File: config.mk
export PLATFORM = sky130hd
export DESIGN_NAME = frame_capture_sched_flat
export DESIGN_NICKNAME = d
export VERILOG_FILES = /design/src/rtl/frame_capture_sched_if.sv /design/src/rtl/frame_capture_sched.sv /design/src/flat_wrapper.sv
export SDC_FILE = /design/constraint.sdc
export NUM_CORES = 1
export LEC_CHECK = 0
export BUFFER_PORTS_ARGS = -buffer_cell sky130_fd_sc_hd__clkbuf_2
export CAP_MARGIN = 20
export CORE_MARGIN = 5
export CORE_UTILIZATION = 55
export CTS_CLUSTER_SIZE = 40
export DETAILED_ROUTE_END_ITERATION = 6
export PLACE_DENSITY = 0.83
export SYNTH_ARGS = -nofsm -noshare
export SYNTH_HDL_FRONTEND = slang
export SYNTH_SLANG_ARGS = --single-unit
File: constraint.sdc
create_clock -name clk -period 7.6 [get_ports clk]
set_clock_uncertainty 0.1 [all_clocks]
set_input_delay 1.52 -clock clk [delete_from_list [all_inputs] [get_ports clk]]
set_output_delay 1.52 -clock clk [all_outputs]
set_load 0.005 [all_outputs]
File: src/rtl/frame_capture_sched_if.sv
// Valid/ready stream carrying captured sample words from the frame
// scheduler to the PS-side DMA.
interface frame_capture_sched_if #(
  parameter int DATA_WIDTH = 64
);
  logic [DATA_WIDTH-1:0] m_tdata_o;
  logic                  m_tvalid_o;
  logic                  m_tready_i;
  logic                  m_tlast_o;

  modport master (
    output m_tdata_o,
    output m_tvalid_o,
    output m_tlast_o,
    input  m_tready_i
  );

  modport slave (
    input  m_tdata_o,
    input  m_tvalid_o,
    input  m_tlast_o,
    output m_tready_i
  );
endinterface

File: src/rtl/frame_capture_sched.sv
// Captures one decimated frame of PDH sample words into a 1-deep output
// register and streams it out, with abort, overrun and completion status.
module frame_capture_sched #(
  parameter int DATA_WIDTH  = 64,
  parameter int DEC_WIDTH   = 26,
  parameter int FRAME_BEATS = 2048,
  parameter int CNT_WIDTH   = $clog2(FRAME_BEATS + 1)
) (
  input  logic                  clk,
  input  logic                  rst_i,
  input  logic                  enable_i,
  input  logic [DEC_WIDTH-1:0]  decimation_code_i,
  input  logic [DATA_WIDTH-1:0] sample_i,
  frame_capture_sched_if.master m_axis,
  output logic                  engaged_o,
  output logic                  finished_o,
  output logic                  overrun_o,
  output logic [CNT_WIDTH-1:0]  beat_count_o
);

  typedef enum logic [1:0] {
    S_IDLE    = 2'd0,
    S_CAPTURE = 2'd1,
    S_DRAIN   = 2'd2,
    S_DONE    = 2'd3
  } state_t;

  localparam logic [CNT_WIDTH-1:0] LP_BEATS = CNT_WIDTH'(FRAME_BEATS);
  localparam logic [CNT_WIDTH-1:0] LP_LAST  = CNT_WIDTH'(FRAME_BEATS - 1);

  state_t                r_state;
  logic [DEC_WIDTH-1:0]  r_n;
  logic [DEC_WIDTH-1:0]  r_dec_cnt;
  logic [CNT_WIDTH-1:0]  r_cap_cnt;
  logic [CNT_WIDTH-1:0]  r_beat_cnt;
  logic [DATA_WIDTH-1:0] r_tdata;
  logic                  r_tvalid;
  logic                  r_tlast;
  logic                  r_engaged;
  logic                  r_finished;
  logic                  r_overrun;
  logic                  r_aborted;

  logic w_hs;
  logic w_strobe;
  logic w_load;

  assign w_hs     = r_tvalid & m_axis.m_tready_i;
  assign w_strobe = (r_state == S_CAPTURE) & enable_i & (r_dec_cnt == {DEC_WIDTH{1'b0}});
  // A strobe can reuse the register in the same cycle its word is accepted.
  assign w_load   = w_strobe & (~r_tvalid | w_hs);

  // Frame sequencer, output register and status flags.
  always_ff @(posedge clk or posedge rst_i) begin
    if (rst_i) begin
      r_state    <= S_IDLE;
      r_n        <= {DEC_WIDTH{1'b0}};
      r_dec_cnt  <= {DEC_WIDTH{1'b0}};
      r_cap_cnt  <= {CNT_WIDTH{1'b0}};
      r_beat_cnt <= {CNT_WIDTH{1'b0}};
      r_tdata    <= {DATA_WIDTH{1'b0}};
      r_tvalid   <= 1'b0;
      r_tlast    <= 1'b0;
      r_engaged  <= 1'b0;
      r_finished <= 1'b0;
      r_overrun  <= 1'b0;
      r_aborted  <= 1'b0;
    end else begin
      if (w_hs) begin
        r_tvalid <= 1'b0;
        r_tlast  <= 1'b0;
        if (r_beat_cnt != LP_BEATS) begin
          r_beat_cnt <= r_beat_cnt + CNT_WIDTH'(1);
        end
      end
      case (r_state)
        S_IDLE: begin
          r_engaged  <= 1'b0;
          r_finished <= 1'b0;
          r_aborted  <= 1'b0;
          if (enable_i) begin
            r_state    <= S_CAPTURE;
            r_engaged  <= 1'b1;
            r_n        <= (decimation_code_i == {DEC_WIDTH{1'b0}}) ? DEC_WIDTH'(1)
                                                                   : decimation_code_i;
            r_dec_cnt  <= {DEC_WIDTH{1'b0}};
            r_cap_cnt  <= {CNT_WIDTH{1'b0}};
            r_beat_cnt <= {CNT_WIDTH{1'b0}};
            r_overrun  <= 1'b0;
          end
        end
        S_CAPTURE: begin
          if (enable_i) begin
            r_dec_cnt <= (r_dec_cnt == r_n - DEC_WIDTH'(1)) ? {DEC_WIDTH{1'b0}}
                                                            : r_dec_cnt + DEC_WIDTH'(1);
            if (w_load) begin
              r_tdata   <= sample_i;
              r_tvalid  <= 1'b1;
              r_tlast   <= (r_cap_cnt == LP_LAST);
              r_cap_cnt <= r_cap_cnt + CNT_WIDTH'(1);
              if (r_cap_cnt == LP_LAST) begin
                r_state <= S_DRAIN;
              end
            end else if (w_strobe) begin
              r_overrun <= 1'b1;
            end
          end else if (!r_tvalid || w_hs) begin
            r_state   <= S_IDLE;
            r_engaged <= 1'b0;
          end else begin
            // Abort with a word still pending: close the partial frame on it.
            r_tlast   <= 1'b1;
            r_aborted <= 1'b1;
            r_state   <= S_DRAIN;
          end
        end
        S_DRAIN: begin
          if (w_hs) begin
            r_engaged <= 1'b0;
            if (r_aborted) begin
              r_state <= S_IDLE;
            end else begin
              r_state    <= S_DONE;
              r_finished <= 1'b1;
            end
          end
        end
        S_DONE: begin
          if (!enable_i) begin
            r_state    <= S_IDLE;
            r_finished <= 1'b0;
          end
        end
        default: begin
          r_state <= S_IDLE;
        end
      endcase
    end
  end

  assign m_axis.m_tdata_o  = r_tdata;
  assign m_axis.m_tvalid_o = r_tvalid;
  assign m_axis.m_tlast_o  = r_tlast;
  assign engaged_o         = r_engaged;
  assign finished_o        = r_finished;
  assign overrun_o         = r_overrun;
  assign beat_count_o      = r_beat_cnt;

endmodule

File: src/flat_wrapper.sv
// flat-port wrapper written by rule: the top's interface ports become plain ports
module frame_capture_sched_flat 
#(
  parameter int DATA_WIDTH  = 64,
  parameter int DEC_WIDTH   = 26,
  parameter int FRAME_BEATS = 2048,
  parameter int CNT_WIDTH   = $clog2(FRAME_BEATS + 1)
)
  (clk, rst_i, enable_i, decimation_code_i, sample_i, engaged_o, finished_o, overrun_o, beat_count_o, m_axis_m_tdata_o, m_axis_m_tvalid_o, m_axis_m_tlast_o, m_axis_m_tready_i);
  frame_capture_sched_if #(.DATA_WIDTH(DATA_WIDTH)) m_axis_i ();
  input  logic clk;
  input  logic rst_i;
  input  logic enable_i;
  input  logic [DEC_WIDTH-1:0] decimation_code_i;
  input  logic [DATA_WIDTH-1:0] sample_i;
  output logic engaged_o;
  output logic finished_o;
  output logic overrun_o;
  output logic [CNT_WIDTH-1:0] beat_count_o;
  output wire logic [$bits(m_axis_i.m_tdata_o)-1:0] m_axis_m_tdata_o;
  output wire logic [$bits(m_axis_i.m_tvalid_o)-1:0] m_axis_m_tvalid_o;
  output wire logic [$bits(m_axis_i.m_tlast_o)-1:0] m_axis_m_tlast_o;
  input wire logic [$bits(m_axis_i.m_tready_i)-1:0] m_axis_m_tready_i;
  assign m_axis_m_tdata_o = m_axis_i.m_tdata_o;
  assign m_axis_m_tvalid_o = m_axis_i.m_tvalid_o;
  assign m_axis_m_tlast_o = m_axis_i.m_tlast_o;
  assign m_axis_i.m_tready_i = m_axis_m_tready_i;
  frame_capture_sched #(.DATA_WIDTH(DATA_WIDTH), .DEC_WIDTH(DEC_WIDTH), .FRAME_BEATS(FRAME_BEATS), .CNT_WIDTH(CNT_WIDTH)) u_core (.clk(clk), .rst_i(rst_i), .enable_i(enable_i), .decimation_code_i(decimation_code_i), .sample_i(sample_i), .m_axis(m_axis_i), .engaged_o(engaged_o), .finished_o(finished_o), .overrun_o(overrun_o), .beat_count_o(beat_count_o));
endmodule
==> flow_summary_export.csv, run 1 <==
group,metric,value,unit
yosys,synthCells,911,
routing,firstDrtPassIters,5,
global_route,track_usage,24.0,%
cts,h-tree-depth,4,
final_layout,final_common_cell,"nand2_1",
setup_path,crit_path_start_kind,"flip-flop",
cts,ctsResizeCount,0,
power_and_ir_drop,ir_worst_vdd,0.217,mV
placed_design,dpl_cell_area,8570,µm²
sta,fin_ws,3.60,ns
global_route,grt_pass1_wl,32100,µm
cts,clk_pin_slew,0.06,ns
setup_path,startpoint,"u_core.r_n[5]",
global_route,use_met1,30.9,%
global_route,antenna_found_initial,0,
yosys,synth_edf_count,0,
setup_path,crit_path_max_incr_delay,0.65,ns
routing,totalWireLength,19300,µm
sta,hold_viol,0,
yosys,syn_avg_cell_area,8.39,µm²
min_path,worstHoldStart,"u_core.m_axis.m_tdata_o[62]",
setup_path,critical_path_cell_count,9,
final_layout,final_util,66.8,%
power_and_ir_drop,pwr-share-comb,33.3,%
power_and_ir_drop,power.density,354,nW/µm²
yosys,syn-num-nets,1015,
cts,hold_buffers,0,
setup_path,regToRegSetupSlack,3.60,ns
cts,clock_latency,0.42,ns
power_and_ir_drop,swShare,38.0,%
floorplanning,ioPinCount,175,
routing,postRouteAntennaNets,0,
global_route,top_usage_layer,"met2",
setup_path,reg2reg_from,"u_core.r_n[5]",
floorplanning,dieArea,16400,µm²
yosys,ys_seq_elements,148,
final_layout,finalNetCount,1158,
setup_path,cp_max_fo,48,
cts,cts.root.buffer_cell,"clkbuf_16",
sta,rsz0062_at_grt,"false",
power_and_ir_drop,p_leak,4.81,nW
setup_path,path_cells,"or4_1 -> or4b_4 -> or3_1 -> o31a_1 -> nor4_2 -> a41o_1 -> buf_4 -> o21ai_0 -> mux2_2",
setup_path,worstSetupEndpointType,"flip-flop",
final_layout,finish.instance_area,9200,µm²
yosys,syn-cell-area,7640,µm²
setup_path,ff2ff_path_depth,9,
yosys,yosysUniqueCellTypes,52,
floorplanning,rows,43,
cts,clock_sinks,148,
setup_path,worst_path_dominant_cell_family,"simple AND/OR/NAND/NOR gates",
power_and_ir_drop,p_switching,0.00124,W
routing,wl_per_cell,15.5,µm
sta,post-route-period-util,52.6,%
yosys,yosys_warnings,0,
sta,drv_slew,0,
yosys,synth-seq-area-share,48.4,%
final_layout,finalNonFillerCells,1247,
cts,cts_setup_buffers,0,
global_route,grt_overflow_total,0,
cts,tritoncts,"done",
outcome,outcome,"finished clean",
sta,period_needed,4.00,ns
final_layout,area_growth_syn_to_layout,20.4,%
power_and_ir_drop,cellInternalPower,0.00202,W
floorplanning,initial_core_util,55.5,%
final_layout,final.fill_count,1133,
yosys,synthFlopType,"dfrtp_1",
cts,clock_path_buffers,2,
power_and_ir_drop,power_frac_seq,39.3,%
setup_path,crit_end,"u_core.r_dec_cnt[25]",
placed_design,dpl_worst_slack,3.47,ns
setup_path,cp_slowest_cell,"or4_1",
global_route,grt_pass1_vias,6695,
sta,worst_slew_pin_slew,0.924,ns
min_path,hold_class,"flip-flop to flip-flop",
placed_design,dp.cells,1215,
sta,fmax,250,MHz
placed_design,dp.final_hpwl,13300,µm
final_layout,antennaDiodeCount,0,
sta,slew_headroom,38.2,%
floorplanning,die_w,128,µm
floorplanning,die_y,128,µm
power_and_ir_drop,p_clk_share,27.4,%
final_layout,layout_common_cells,"310 x nand2_1, 174 x clkbuf_2, 148 x dfrtp_1",
global_route,use_met3,6.71,%
setup_path,crit_buf_inv,1,
placed_design,port_buffers,174,
setup_path,r2r_end,"u_core.r_dec_cnt[25]",
routing,drc,0,
placed_design,place_congestion,0.886,
global_route,use_met2,39.5,%
setup_path,crit_type,"flip-flop to flip-flop",
sta,setup_tns,0,ns
final_layout,drive_gt1_share,21.1,%
routing,vias,7024,
setup_path,required,7.80,ns
global_route,grt_max_degree,105,
run,maxCapViolations,0,
sta,finalSetupViolCount,0,
yosys,async_flop_share,100,%
setup_path,cp.arrival,4.20,ns
routing,drt-initial-drc-count,534,
floorplanning,core,13800,µm²
routing,routed_via_density,5.63,
cts,cts-buffers-inserted,17,
[worst min path at each step]
stage	endpoint	depth (start not counted)	slack, ns
floorplan	u_core.m_axis.m_tdata_o[0]	2	0.36
global placement	u_core.m_axis.m_tdata_o[51]	2	0.35
detailed placement	u_core.m_axis.m_tdata_o[49]	2	0.35
CTS	u_core.m_axis.m_tdata_o[62]	2	0.37
global route	u_core.m_axis.m_tdata_o[62]	2	0.38
finish	u_core.m_axis.m_tdata_o[62]	2	0.36
[worst register-to-register path, cell delays in order, from the launching register on]
cell,delay (ns)
dfrtp_1,0.45
or4_1,0.65
or4b_4,0.61
or3_1,0.37
o31a_1,0.33
nor4_2,0.33
a41o_1,0.22
buf_4,0.37
o21ai_0,0.18
mux2_2,0.28
[power by group through the flow]
stage,clock [W],sequential [W],combinational [W]
after CTS,0.000905,0.00128,0.00109
final,0.000893,0.00128,0.00109
after global routing,0.000945,0.00132,0.00123
after global placement,0,0.00128,0.00104
after floorplan,0,0.00124,0.000715
after detailed placement,0,0.00128,0.00109
[flip-flops by register name, indices dropped and copies added (netlist names)]
name                      count
u_core.r_state                2
u_core.m_axis.m_tdata_o      64
u_core.overrun_o              1
u_core.r_cap_cnt             12
u_core.r_dec_cnt             26
u_core.engaged_o              1
u_core.m_axis.m_tlast_o       1
u_core.m_axis.m_tvalid_o      1
u_core.finished_o             1
u_core.r_n                   26
u_core.r_aborted              1
u_core.beat_count_o          12
[cells in the mapped netlist (3+ instances only)]
library cell / n / share of area, %
or3_1: 5 / 0.41
a21o_1: 18 / 1.8
nand2_1: 310 / 15
a211oi_1: 3 / 0.29
a22o_1: 3 / 0.34
a31oi_1: 6 / 0.49
ha_1: 10 / 1.6
clkbuf_1: 49 / 2.4
o21ai_0: 48 / 3.1
xnor2_1: 17 / 1.9
nand3_1: 21 / 1.4
and2_1: 3 / 0.25
nor3_1: 25 / 1.6
inv_1: 16 / 0.79
xor2_1: 22 / 2.5
nand4_1: 15 / 1.2
and3_1: 12 / 0.98
nor2_1: 41 / 2.0
o211ai_1: 4 / 0.39
nor2b_1: 6 / 0.49
or4_1: 6 / 0.59
a21oi_1: 16 / 1.0
o22ai_1: 3 / 0.25
mux2i_1: 7 / 0.92
nor4_1: 36 / 2.9
buf_2: 3 / 0.20
nor3b_1: 8 / 0.79
and4_1: 3 / 0.34
dfrtp_1: 148 / 48
o311ai_0: 3 / 0.34
o31ai_1: 3 / 0.29
mux2_2: 3 / 0.44
a211o_1: 8 / 0.92
nand2b_1: 6 / 0.49
[kinds of logic (layout without fill, tap and decap cells)]
| kind of cell | after synthesis | in the layout | synth area share (%) |
|---|---|---|---|
| XOR/XNOR | 39 | 39 | 4.47 |
| AO/OA/AOI/OAI | 126 | 126 | 10.6 |
| adder cells (fa/ha/maj) | 10 | 10 | 1.64 |
| flip-flops | 148 | 148 | 48.4 |
| buffers and inverters | 74 | 230 | 3.91 |
| multiplexers | 10 | 10 | 1.36 |
| AND/OR/NAND/NOR | 504 | 504 | 29.6 |
[metrics by stage]
stage	hold WS (ns)	total power (W)
finish	0.364	0.00326
floorplan	0.363	0.00195
global placement	0.349	0.00232
CTS	0.369	0.00328
detailed placement	0.355	0.00237
global route	0.384	0.00349
[layout make-up]
class,count,area [µm²],share of cell area (%)
sequential,148,3700,40.3
multi-input combinational,689,3650,39.7
timing repair buffer,182,931,10.1
clock buffer,18,439,4.77
tap,180,225,2.45
clock inverter,14,189,2.05
inverter,16,65.1,0.707
[layer usage]
| metal | routed length (µm) | vias to the layer above |
|---|---|---|
| li1 | - | 3383 |
| met1 | 7890 | 3336 |
| met2 | 9750 | 269 |
| met3 | 1310 | 36 |
| met4 | 389 | 0 |
| met5 | 0 | - |
Power figures use the tool's default switching activity.
==> run 2, diff against run 1 <==
--- a/config.mk
+++ b/config.mk
@@ -5,13 +5,14 @@
 export SDC_FILE = /design/constraint.sdc
 export NUM_CORES = 1
 export LEC_CHECK = 0
+export ABC_AREA = 1
 export BUFFER_PORTS_ARGS = -buffer_cell sky130_fd_sc_hd__clkbuf_2
 export CAP_MARGIN = 20
 export CORE_MARGIN = 5
-export CORE_UTILIZATION = 55
+export CORE_UTILIZATION = 50
 export CTS_CLUSTER_SIZE = 40
 export DETAILED_ROUTE_END_ITERATION = 6
-export PLACE_DENSITY = 0.83
+export PLACE_DENSITY = 0.79
 export SYNTH_ARGS = -nofsm -noshare
 export SYNTH_HDL_FRONTEND = slang
 export SYNTH_SLANG_ARGS = --single-unit
==> constraint.sdc (replaced) <==
create_clock -name clk -period 3.4 [get_ports clk]
set_clock_uncertainty 0.1 [all_clocks]
set_input_delay 0.68 -clock clk [delete_from_list [all_inputs] [get_ports clk]]
set_output_delay 0.68 -clock clk [all_outputs]
set_load 0.005 [all_outputs]
==> run 2 against run 1 <==
Against the previous run: the flow now finishes with violations (DRC); synthesized cell count up 28%; worst setup slack got worse by 3.0 ns; non-clock buffer count up 2; highest routed layer is now met5.
==> flow_summary_export.csv, run 2 <==
group,metric,value,unit
power_and_ir_drop,pwr-share-comb,39.1,%
yosys,synth_top_cells_by_area,"dfrtp_1 44%, nand2_1 19%, inv_1 5.1%",
yosys,synth-compound-area-share,6.65,%
yosys,synthFlopType,"dfrtp_1",
yosys,synth-seq-area-share,43.6,%
yosys,ys_top_cells_by_count,"431 x nand2_1, 148 x dfrtp_1, 116 x inv_1",
cts,clk_pin_slew,0.07,ns
yosys,yosys_warnings,0,
cts,clock_sinks,148,
setup_path,crit_type,"flip-flop to flip-flop",
run,maxCapViolations,0,
setup_path,cp.arrival,2.96,ns
yosys,async_flop_share,100,%
final_layout,drive_gt1_share,23.0,%
final_layout,largest_reg_flops,64,
setup_path,crit_buf_inv,1,
yosys,synth-simple-area-share,37.2,%
sta,slew_headroom,57.1,%
setup_path,required,3.59,ns
cts,cts-buffers-inserted,17,
routing,wl_met1,9590,µm
setup_path,cp_slowest_cell,"nor3_1",
setup_path,regToRegSetupSlack,0.63,ns
routing,totalWireLength,22100,µm
sta,rsz0062_at_grt,"false",
floorplanning,core,16600,µm²
power_and_ir_drop,cellInternalPower,0.00452,W
routing,wl_per_cell,14.1,µm
power_and_ir_drop,p_switching,0.00335,W
yosys,synthAdderAreaFrac,1.47,%
floorplanning,initial_core_util,51.1,%
outcome,violations,"DRC",
routing,routed_via_density,5.11,
setup_path,cp_max_fo,21,
placed_design,place_congestion,0.913,
routing,wl_met2,10400,µm
yosys,syn_avg_cell_area,7.31,µm²
cts,cts_setup_buffers,0,
power_and_ir_drop,p_leak,5.30,nW
sta,post-route-period-util,81.5,%
setup_path,worstSetupEndpointType,"flip-flop",
power_and_ir_drop,power_frac_seq,37.0,%
floorplanning,rows,47,
cts,h-tree-depth,4,
yosys,yosysTopAreaCellShare,43.6,%
sta,hold_viol,0,
yosys,ys_seq_elements,148,
setup_path,worst_path_dominant_cell_family,"simple AND/OR/NAND/NOR gates",
cts,hold_buffers,0,
setup_path,crit_path_max_incr_delay,0.48,ns
sta,drv_slew,0,
routing,firstDrtPassIters,7,
final_layout,final_common_cell,"nand2_1",
final_layout,finalNonFillerCells,1565,
sta,worst_slew_pin_slew,0.642,ns
routing,vias,7992,
power_and_ir_drop,ir_worst_vdd,0.406,mV
yosys,synth_largest_area_cell,"dfrtp_1",
final_layout,area_growth_syn_to_layout,19.8,%
yosys,yosysUniqueCellTypes,44,
floorplanning,ioPinCount,175,
floorplanning,dieArea,19700,µm²
global_route,grt_max_degree,113,
sta,fmax,361,MHz
yosys,syn-num-nets,1268,
yosys,synth.most_common_cell,"nand2_1",
cts,tritoncts,"done",
floorplanning,die_w,140,µm
yosys,synth_xor_area_share,3.49,%
min_path,hold_class,"input pin to asynchronous set/reset pin",
yosys,syn-cell-area,8500,µm²
power_and_ir_drop,power.density,772,nW/µm²
global_route,grt_pass1_vias,8002,
final_layout,layout_common_cells,"430 x nand2_1, 174 x clkbuf_2, 148 x dfrtp_1",
final_layout,antennaDiodeCount,0,
global_route,grt_overflow_total,0,
cts,cts.root.buffer_cell,"clkbuf_16",
sta,period_needed,2.77,ns
yosys,synth_edf_count,0,
placed_design,port_buffers,174,
floorplanning,die_y,140,µm
setup_path,crit_path_start_kind,"flip-flop",
cts,clock_path_buffers,2,
setup_path,path_cells,"inv_1 -> ha_1 -> nand3_1 -> nor3_1 -> and3_1 -> nor2_1 -> nor2_1 -> nand2_1 -> nand2_1 -> o21ai_1",
yosys,synthCells,1164,
routing,highest_layer,"met5",
yosys,synth_top_family_by_area,"simple AND/OR/NAND/NOR gates",
placed_design,dp.final_hpwl,16300,µm
routing,postRouteAntennaNets,0,
global_route,grt_pass1_wl,37200,µm
routing,drc,1,
global_route,track_usage,22.8,%
final_layout,finalNetCount,1436,
global_route,antenna_found_initial,1,
sta,setup_tns,0,ns
cts,clock_latency,0.42,ns
routing,wl_met3,1620,µm
power_and_ir_drop,p_clk_share,24.0,%
power_and_ir_drop,swShare,42.6,%
yosys,synthMuxAreaShare,0,%
outcome,outcome,"complete, but fails checks",
cts,ctsResizeCount,0,
sta,finalSetupViolCount,0,
routing,drt-initial-drc-count,502,
placed_design,dp.cells,1533,
run 2: changes by cell type after synthesis, moves of 10 or more:
cell	previous run	this run
nor2_1	41	98
nand2_2	0	53
a21o_1	18	0
nand2_1	310	431
nor2_2	0	11
inv_1	16	116
nor3_1	25	12
o21ai_1	0	10
clkbuf_1	49	20
nor4_1	36	10
nand3_1	21	46
run 2: final timing paths:
check,start,end,cells past startpoint
setup reg to reg,u_core.r_dec_cnt[0],u_core.r_cap_cnt[2],10
hold reg to reg,u_core.m_axis.m_tdata_o[23],u_core.m_axis.m_tdata_o[23],2
hold / removal,rst_i,u_core.m_axis.m_tdata_o[58],3
min in group clk,sample_i[10],u_core.m_axis.m_tdata_o[10],3
max in group asynchronous,rst_i,u_core.r_dec_cnt[6],3
setup / recovery,u_core.r_dec_cnt[0],u_core.r_cap_cnt[2],10
run 2: worst min-delay path, delay by kind of cell:
kind                   cells  cell delay, ns
buffers and inverters      3            0.59
run 2: power groups by stage:
stage	combinational (W)	clock (W)	sequential, W
5_1_grt	0.00353	0.00200	0.00298
2_1_floorplan	0.00211	0	0.00282
3_5_place_dp	0.00309	0	0.00290
6_report	0.00307	0.00188	0.00291
4_1_cts	0.00310	0.00192	0.00290
3_3_place_gp	0.00298	0	0.00292
run 2: cells by family after synthesis:
family / after synthesis
compound gates: 100
xor+xnor: 33
fa+ha+maj: 10
buf+inv: 156
flops: 148
simple gates: 717
run 2: metrics by stage:
stage,instance area (µm²),util (%),setup WS (ns),hold slack (ns),power (W)
after floorplan,8510,-,0.759,0.368,0.00492
after global placement,9570,57.5,0.865,0.363,0.00590
after detailed placement,9570,57.5,0.781,0.365,0.00599
after CTS,10200,61.2,0.705,0.316,0.00792
after global routing,10200,61.2,0.376,0.334,0.00852
final,10200,61.2,0.630,0.308,0.00786
run 2: final cells by class:
class,count,area (µm²)
Inverter,121,463
Tap cell,220,275
Clock inverter,15,190
Fill cell,1459,6460
Clock buffer,17,425
Multi-Input combinational cell,860,4160
Sequential cell,148,3700
Timing Repair Buffer,184,971
run 2: per-layer routing:
| layer | global-route usage (%) | vias to the layer above |
|---|---|---|
| li1 | - | 3982 |
| met1 | 29.4 | 3705 |
| met2 | 37.5 | 270 |
| met3 | 6.41 | 33 |
| met4 | 6.94 | 2 |
| met5 | 0 | - |
